File: src/rtl/uart_rx_param_if.sv
// rtl/uart_rx_param_if.sv - character delivery interface of the UART receiver
interface uart_rx_param_if #(
   parameter int DATA_BITS = 8
);
   logic [DATA_BITS-1:0] rx_data;
   logic                 rx_valid;
   logic                 rx_ack;
   logic                 parity_err;
   logic                 frame_err;
   logic                 overrun;
   logic                 busy;

   // receiver side: produces characters and status, consumes the acknowledge
   modport master (
      output rx_data, rx_valid, parity_err, frame_err, overrun, busy,
      input  rx_ack
   );

   // consumer side
   modport slave (
      input  rx_data, rx_valid, parity_err, frame_err, overrun, busy,
      output rx_ack
   );
endinterface

File: src/rtl/uart_rx_param.sv
// rtl/uart_rx_param.sv - parametrised UART receiver with integrated bit timing
module uart_rx_param #(
   parameter int BAUD_DIV  = 434,
   parameter int DATA_BITS = 8,
   parameter int PARITY    = 0,
   parameter int STOP_BITS = 1
) (
   input  logic            clk,
   input  logic            rst,
   input  logic            uart_rx,
   uart_rx_param_if.master rx_if
);

   localparam int CW = $clog2(BAUD_DIV);
   localparam int IW = $clog2(DATA_BITS + 1);

   localparam logic [CW-1:0] CNT_HALF = CW'(BAUD_DIV / 2 - 1);
   localparam logic [CW-1:0] CNT_FULL = CW'(BAUD_DIV - 1);
   localparam logic [IW-1:0] IDX_DATA = IW'(DATA_BITS - 1);
   localparam logic [IW-1:0] IDX_STOP = IW'(STOP_BITS - 1);
   localparam bit            HAS_PAR  = (PARITY != 0);
   localparam bit            ODD_PAR  = (PARITY == 1);

   localparam logic [2:0] S_IDLE   = 3'd0;
   localparam logic [2:0] S_START  = 3'd1;
   localparam logic [2:0] S_DATA   = 3'd2;
   localparam logic [2:0] S_PARITY = 3'd3;
   localparam logic [2:0] S_STOP   = 3'd4;
   localparam logic [2:0] S_DONE   = 3'd5;

   logic                 sync1_q, sync2_q, prev_q;
   logic [2:0]           state_q, state_d;
   logic [CW-1:0]        cnt_q, cnt_d;
   logic [IW-1:0]        idx_q, idx_d;
   logic [DATA_BITS-1:0] shift_q, shift_d;
   logic                 perr_acc_q, perr_acc_d;
   logic                 ferr_acc_q, ferr_acc_d;
   logic [DATA_BITS-1:0] data_q, data_d;
   logic                 valid_q, valid_d;
   logic                 perr_q, perr_d;
   logic                 ferr_q, ferr_d;
   logic                 ovr_q, ovr_d;
   logic                 busy_q, busy_d;
   logic                 tick;
   logic                 par_bad;

   // two-flop synchronizer plus a delayed copy for falling-edge detection
   always_ff @(posedge clk) begin
      if (rst) begin
         sync1_q <= 1'b1;
         sync2_q <= 1'b1;
         prev_q  <= 1'b1;
      end else begin
         sync1_q <= uart_rx;
         sync2_q <= sync1_q;
         prev_q  <= sync2_q;
      end
   end

   // frame sequencing, sampling and output commit/handshake
   always_comb begin
      state_d    = state_q;
      cnt_d      = cnt_q;
      idx_d      = idx_q;
      shift_d    = shift_q;
      perr_acc_d = perr_acc_q;
      ferr_acc_d = ferr_acc_q;
      data_d     = data_q;
      valid_d    = valid_q;
      perr_d     = perr_q;
      ferr_d     = ferr_q;
      ovr_d      = ovr_q;

      // START waits half a bit to land on mid-bit, every later slot a full bit
      tick    = (state_q == S_START) ? (cnt_q == CNT_HALF) : (cnt_q == CNT_FULL);
      // odd parity wants an odd total number of ones across data and parity bit
      par_bad = ((^shift_q) ^ sync2_q) != ODD_PAR;

      // an acknowledge only matters while a character is pending
      if (valid_q && rx_if.rx_ack) begin
         valid_d = 1'b0;
         ovr_d   = 1'b0;
      end

      case (state_q)
         S_IDLE: begin
            cnt_d      = '0;
            idx_d      = '0;
            perr_acc_d = 1'b0;
            ferr_acc_d = 1'b0;
            // requiring a 1->0 edge keeps a held-low break from re-triggering
            if (prev_q && !sync2_q) begin
               state_d = S_START;
            end
         end
         S_START: begin
            if (tick) begin
               cnt_d   = '0;
               idx_d   = '0;
               state_d = sync2_q ? S_IDLE : S_DATA;
            end else begin
               cnt_d = cnt_q + CW'(1);
            end
         end
         S_DATA: begin
            if (tick) begin
               cnt_d   = '0;
               // LSB arrives first, so shifting right leaves bit i in position i
               shift_d = {sync2_q, shift_q[DATA_BITS-1:1]};
               if (idx_q == IDX_DATA) begin
                  idx_d   = '0;
                  state_d = HAS_PAR ? S_PARITY : S_STOP;
               end else begin
                  idx_d = idx_q + IW'(1);
               end
            end else begin
               cnt_d = cnt_q + CW'(1);
            end
         end
         S_PARITY: begin
            if (tick) begin
               cnt_d      = '0;
               perr_acc_d = par_bad;
               state_d    = S_STOP;
            end else begin
               cnt_d = cnt_q + CW'(1);
            end
         end
         S_STOP: begin
            if (tick) begin
               cnt_d = '0;
               if (!sync2_q) begin
                  ferr_acc_d = 1'b1;
               end
               if (idx_q == IDX_STOP) begin
                  idx_d   = '0;
                  state_d = S_DONE;
               end else begin
                  idx_d = idx_q + IW'(1);
               end
            end else begin
               cnt_d = cnt_q + CW'(1);
            end
         end
         S_DONE: begin
            state_d = S_IDLE;
            // an acknowledge in this same cycle frees the slot for the new frame
            if (!valid_q || rx_if.rx_ack) begin
               data_d  = shift_q;
               perr_d  = HAS_PAR & perr_acc_q;
               ferr_d  = ferr_acc_q;
               valid_d = 1'b1;
            end else begin
               ovr_d = 1'b1;
            end
         end
         default: begin
            state_d = S_IDLE;
         end
      endcase

      busy_d = (state_d != S_IDLE);
   end

   // state and output registers
   always_ff @(posedge clk) begin
      if (rst) begin
         state_q    <= S_IDLE;
         cnt_q      <= '0;
         idx_q      <= '0;
         shift_q    <= '0;
         perr_acc_q <= 1'b0;
         ferr_acc_q <= 1'b0;
         data_q     <= '0;
         valid_q    <= 1'b0;
         perr_q     <= 1'b0;
         ferr_q     <= 1'b0;
         ovr_q      <= 1'b0;
         busy_q     <= 1'b0;
      end else begin
         state_q    <= state_d;
         cnt_q      <= cnt_d;
         idx_q      <= idx_d;
         shift_q    <= shift_d;
         perr_acc_q <= perr_acc_d;
         ferr_acc_q <= ferr_acc_d;
         data_q     <= data_d;
         valid_q    <= valid_d;
         perr_q     <= perr_d;
         ferr_q     <= ferr_d;
         ovr_q      <= ovr_d;
         busy_q     <= busy_d;
      end
   end

   assign rx_if.rx_data    = data_q;
   assign rx_if.rx_valid   = valid_q;
   assign rx_if.parity_err = perr_q;
   assign rx_if.frame_err  = ferr_q;
   assign rx_if.overrun    = ovr_q;
   assign rx_if.busy       = busy_q;

endmodule

File: src/flat_wrapper.sv
// flat-port wrapper written by rule: the top's interface ports become plain ports
module uart_rx_param_flat 
#(
   parameter int BAUD_DIV  = 434,
   parameter int DATA_BITS = 8,
   parameter int PARITY    = 0,
   parameter int STOP_BITS = 1
)
  (clk, rst, uart_rx, rx_if_rx_data, rx_if_rx_valid, rx_if_parity_err, rx_if_frame_err, rx_if_overrun, rx_if_busy, rx_if_rx_ack);
  uart_rx_param_if #(.DATA_BITS(DATA_BITS)) rx_if_i ();
  input  logic clk;
  input  logic rst;
  input  logic uart_rx;
  output wire logic [$bits(rx_if_i.rx_data)-1:0] rx_if_rx_data;
  output wire logic [$bits(rx_if_i.rx_valid)-1:0] rx_if_rx_valid;
  output wire logic [$bits(rx_if_i.parity_err)-1:0] rx_if_parity_err;
  output wire logic [$bits(rx_if_i.frame_err)-1:0] rx_if_frame_err;
  output wire logic [$bits(rx_if_i.overrun)-1:0] rx_if_overrun;
  output wire logic [$bits(rx_if_i.busy)-1:0] rx_if_busy;
  input wire logic [$bits(rx_if_i.rx_ack)-1:0] rx_if_rx_ack;
  assign rx_if_rx_data = rx_if_i.rx_data;
  assign rx_if_rx_valid = rx_if_i.rx_valid;
  assign rx_if_parity_err = rx_if_i.parity_err;
  assign rx_if_frame_err = rx_if_i.frame_err;
  assign rx_if_overrun = rx_if_i.overrun;
  assign rx_if_busy = rx_if_i.busy;
  assign rx_if_i.rx_ack = rx_if_rx_ack;
  uart_rx_param #(.BAUD_DIV(BAUD_DIV), .DATA_BITS(DATA_BITS), .PARITY(PARITY), .STOP_BITS(STOP_BITS)) u_core (.clk(clk), .rst(rst), .uart_rx(uart_rx), .rx_if(rx_if_i));
endmodule
File: config.mk
export PLATFORM = sky130hd
export DESIGN_NAME = uart_rx_param_flat
export DESIGN_NICKNAME = d
export VERILOG_FILES = /design/src/rtl/uart_rx_param_if.sv /design/src/rtl/uart_rx_param.sv /design/src/flat_wrapper.sv
export SDC_FILE = /design/constraint.sdc
export NUM_CORES = 1
export LEC_CHECK = 0
export ABC_AREA = 1
export CAP_MARGIN = 20
export CELL_PAD_IN_SITES_DETAIL_PLACEMENT = 1
export CELL_PAD_IN_SITES_GLOBAL_PLACEMENT = 2
export CORE_MARGIN = 2
export CORE_UTILIZATION = 25
export DETAILED_ROUTE_END_ITERATION = 7
export GPL_ROUTABILITY_DRIVEN = 0
export GPL_TIMING_DRIVEN = 1
export MAX_ROUTING_LAYER = met4
export PLACE_DENSITY = 0.59
export SYNTH_ARGS = -nofsm -noshare
export SYNTH_HDL_FRONTEND = slang
export SYNTH_SLANG_ARGS = --single-unit
File: constraint.sdc
create_clock -name clk -period 1.6 [get_ports clk]
set_input_delay 0.32 -clock clk [delete_from_list [all_inputs] [get_ports clk]]
set_output_delay 0.32 -clock clk [all_outputs]
set_load 0.02 [all_outputs]
==> summary.txt <==
post-route setup TNS: 0 ns
Post-Route WL: 4930 um
CP peak stage delay: 0.60 ns
cell chain of the critical path: clkdlybuf4s50_1
Post-Syn Nets: 262
first-pass GRT wire length: 8360 um
root buffer cell: clkbuf_8
TritonCTS buffer count: 5
I/O pin cnt: 17
Mapped Cells: 255
# rows: 31
Clock Latency Late Sink: 0.30 ns
IO Port Bufs: 15
die area: 8000 sq um
Final HPWL DP: 3690 um
Setup Viol. Count Final: 0
Seq cells post-synth: 40
die height: 89.4 um
WP data required: 1.28 ns
antenna-violating nets left: 0
max cap viols: 0
DP Area: 2230 sq um
sequential share of the synthesized area: 43.9%
largest net degree at the start of global routing: 32
critical path's top delay family: buffers and inverters
Reg2Reg Depth: 8
final critical-path share of the clock period: 96.8%
Hold Path Class: flop to flop
Final WS setup: 0.0513 ns
filler instances: 900
Crit path buffers/inverters: 1
unrepaired setup endpoints after global routing: true
Hold Path Stages: 1
Syn Area/Cell: 7.15 sq um
Area growth, synth to finish: 28.3%
synthesized area: 1820 sq um
CP max FO: 2
vias per cell: 4.29
CTS tree: built
Setup Slack @ Placement: 0.0261 ns
ratio of cells with drive above 1 in the final layout: 15.9%
clk sinks: 40
Final Non-Filler Cells: 389
core area: 7180 sq um
worst endpoint data arrival time: 1.23 ns
Startpoint Class: flop
FMAX: 646 MHz
via count: 1667
post-cts hold buffer count: 0
Min Clock Period, post-route: 1.55 ns
fin nets: 296
final instance area: 2340 sq um
PD cells: 800 nW/um^2
Distinct cells, synth: 25
vias in the first global route: 1758
slowest stage cell on the critical path: clkdlybuf4s50_1
drt first pass iters: 4
Setup Crit Path Kind: flop to output port
drt wl/cell: 12.7 um
final setup skew: 0.00788 ns
Initial Util: 25.4%
Overflow after GRT: 0
initial antenna violation count: 0
Max VDD drop: 0.000350 V
clk buf depth: 2
Setup crit end kind: output port
yosys synthesis warning count: 0
DRC viols: 0
H-tree depth: 2
placed cells: 381
run status: complete, no violations
# diodes: 0
GRT Overall Usage: 14.4%
clock-pin transition on the worst setup and hold timing paths: 0.08 ns
Die X-Extent: 89.4 um
Pins Over Slew Limit: 0
Final Hold Fails: 0
total stage count of the critical path: 1
initial DRC count: 60
LEAKAGE: 1.11 nW
placed cells by master (no fill, tap or decap), types with 4 or more instances in the layout:
cell type / synthesis / layout
a21oi_1: 20 / 20
buf_4: 1 / 17
clkbuf_8: 0 / 6
clkdlybuf4s50_1: 0 / 7
dfxtp_1: 40 / 36
dfxtp_2: 0 / 4
dlygate4sd2_1: 0 / 4
dlymetal6s2s_1: 0 / 4
inv_1: 31 / 31
nand2_1: 36 / 36
nand2_2: 4 / 4
nand3_1: 22 / 22
nand4_1: 4 / 4
nor2_1: 45 / 44
o21ai_0: 23 / 23
per-stage QoR:
| step | hold slack [ns] | utilization, % | total power [W] |
|---|---|---|---|
| after detailed placement | 0.398 | 31.0 | 0.00114 |
| after floorplan | 0.389 | - | 0.00110 |
| after global placement | 0.397 | 31.0 | 0.00114 |
| after CTS | 0.422 | 32.3 | 0.00192 |
| final | 0.417 | 32.6 | 0.00187 |
| after global routing | 0.435 | 32.6 | 0.00196 |
cell usage after synthesis, drive strengths merged:
master / number / area share, %
nor2: 48 / 11
dfxtp: 40 / 44
nand2: 40 / 8.8
inv: 33 / 6.8
o21ai: 25 / 6.9
nand3: 23 / 7.0
a21oi: 20 / 5.5
buf: 4 / 1.6
nand4: 4 / 1.4
nor3: 4 / 1.4
clkbuf: 3 / 0.62
ha: 3 / 2.1
xor2: 3 / 1.4
or2: 2 / 0.69
and2: 1 / 0.34
conb: 1 / 0.21
o21a: 1 / 0.41
state kept, by name, summed over array words and instances, names as in the netlist:
register	count
u_core.rx_if.overrun	1
u_core.idx_q	4
u_core.shift_q	8
u_core.rx_if.rx_data	8
u_core.rx_if.frame_err	1
u_core.prev_q	1
u_core.state_q	3
u_core.sync2_q	1
u_core.sync1_q	1
u_core.rx_if.rx_valid	1
u_core.cnt_q	9
u_core.ferr_acc_q	1
u_core.rx_if.busy	1
cell type report:
| cell class | count | area, sq um | share of cell area (%) |
|---|---|---|---|
| inverters | 33 | 124 | 5.29 |
| clock inverters | 2 | 15.0 | 0.641 |
| flip-flops and latches | 40 | 806 | 34.4 |
| clock buffers | 6 | 82.6 | 3.53 |
| well taps | 99 | 124 | 5.29 |
| repair buffers | 34 | 323 | 13.8 |
| multi-input cells | 175 | 867 | 37.0 |
where the power goes:
part	leakage [nW]	switching (W)	total (W)	internal [W]
Clock	0.0434	0.000406	0.000756	0.000350
Combinational	0.737	0.0000622	0.000104	0.0000418
Sequential	0.325	0.00000779	0.00101	0.00100
logic make-up after synthesis:
| group | Yosys count | synth area share, % |
|---|---|---|
| buffers and inverters | 40 | 8.99 |
| and+or+nand+nor | 122 | 30.7 |
| xor gates and xnor gates | 3 | 1.44 |
| DFF | 40 | 43.9 |
| adders and majority gates | 3 | 2.06 |
| AOI/OAI and AO/OA | 46 | 12.8 |
| other | 1 | 0.206 |
path summary, 6_finish.rpt:
| kind | startpoint | end | slack [ns] |
|---|---|---|---|
| setup / recovery | u_core.rx_if.rx_data[2]$_SDFFE_PP0P_ | rx_if_rx_data[2] | 0.05 |
| hold / removal | u_core.sync1_q$_SDFF_PP1_ | u_core.sync2_q$_SDFF_PP1_ | 0.42 |
| setup reg to reg | u_core.state_q[1]$_SDFF_PP0_ | u_core.idx_q[2]$_SDFFE_PP0P_ | 0.11 |
| hold reg to reg | u_core.sync1_q$_SDFF_PP1_ | u_core.sync2_q$_SDFF_PP1_ | 0.42 |
routing by layer:
metal,global-route usage [%],vias to the layer above,routed length [um]
li1,-,881,-
met1,16.8,769,2340
met2,24.6,11,2430
met3,3.05,6,98
met4,4.48,0,61
met5,-,-,0
what timing repair did:
item	in CTS	in global routing
setup endpoints to repair	4	33
hold endpoints to repair	0	0
gates resized for setup	4	10
setup buffers	0	0
No activity file was read; power rests on OpenSTA's default activity.
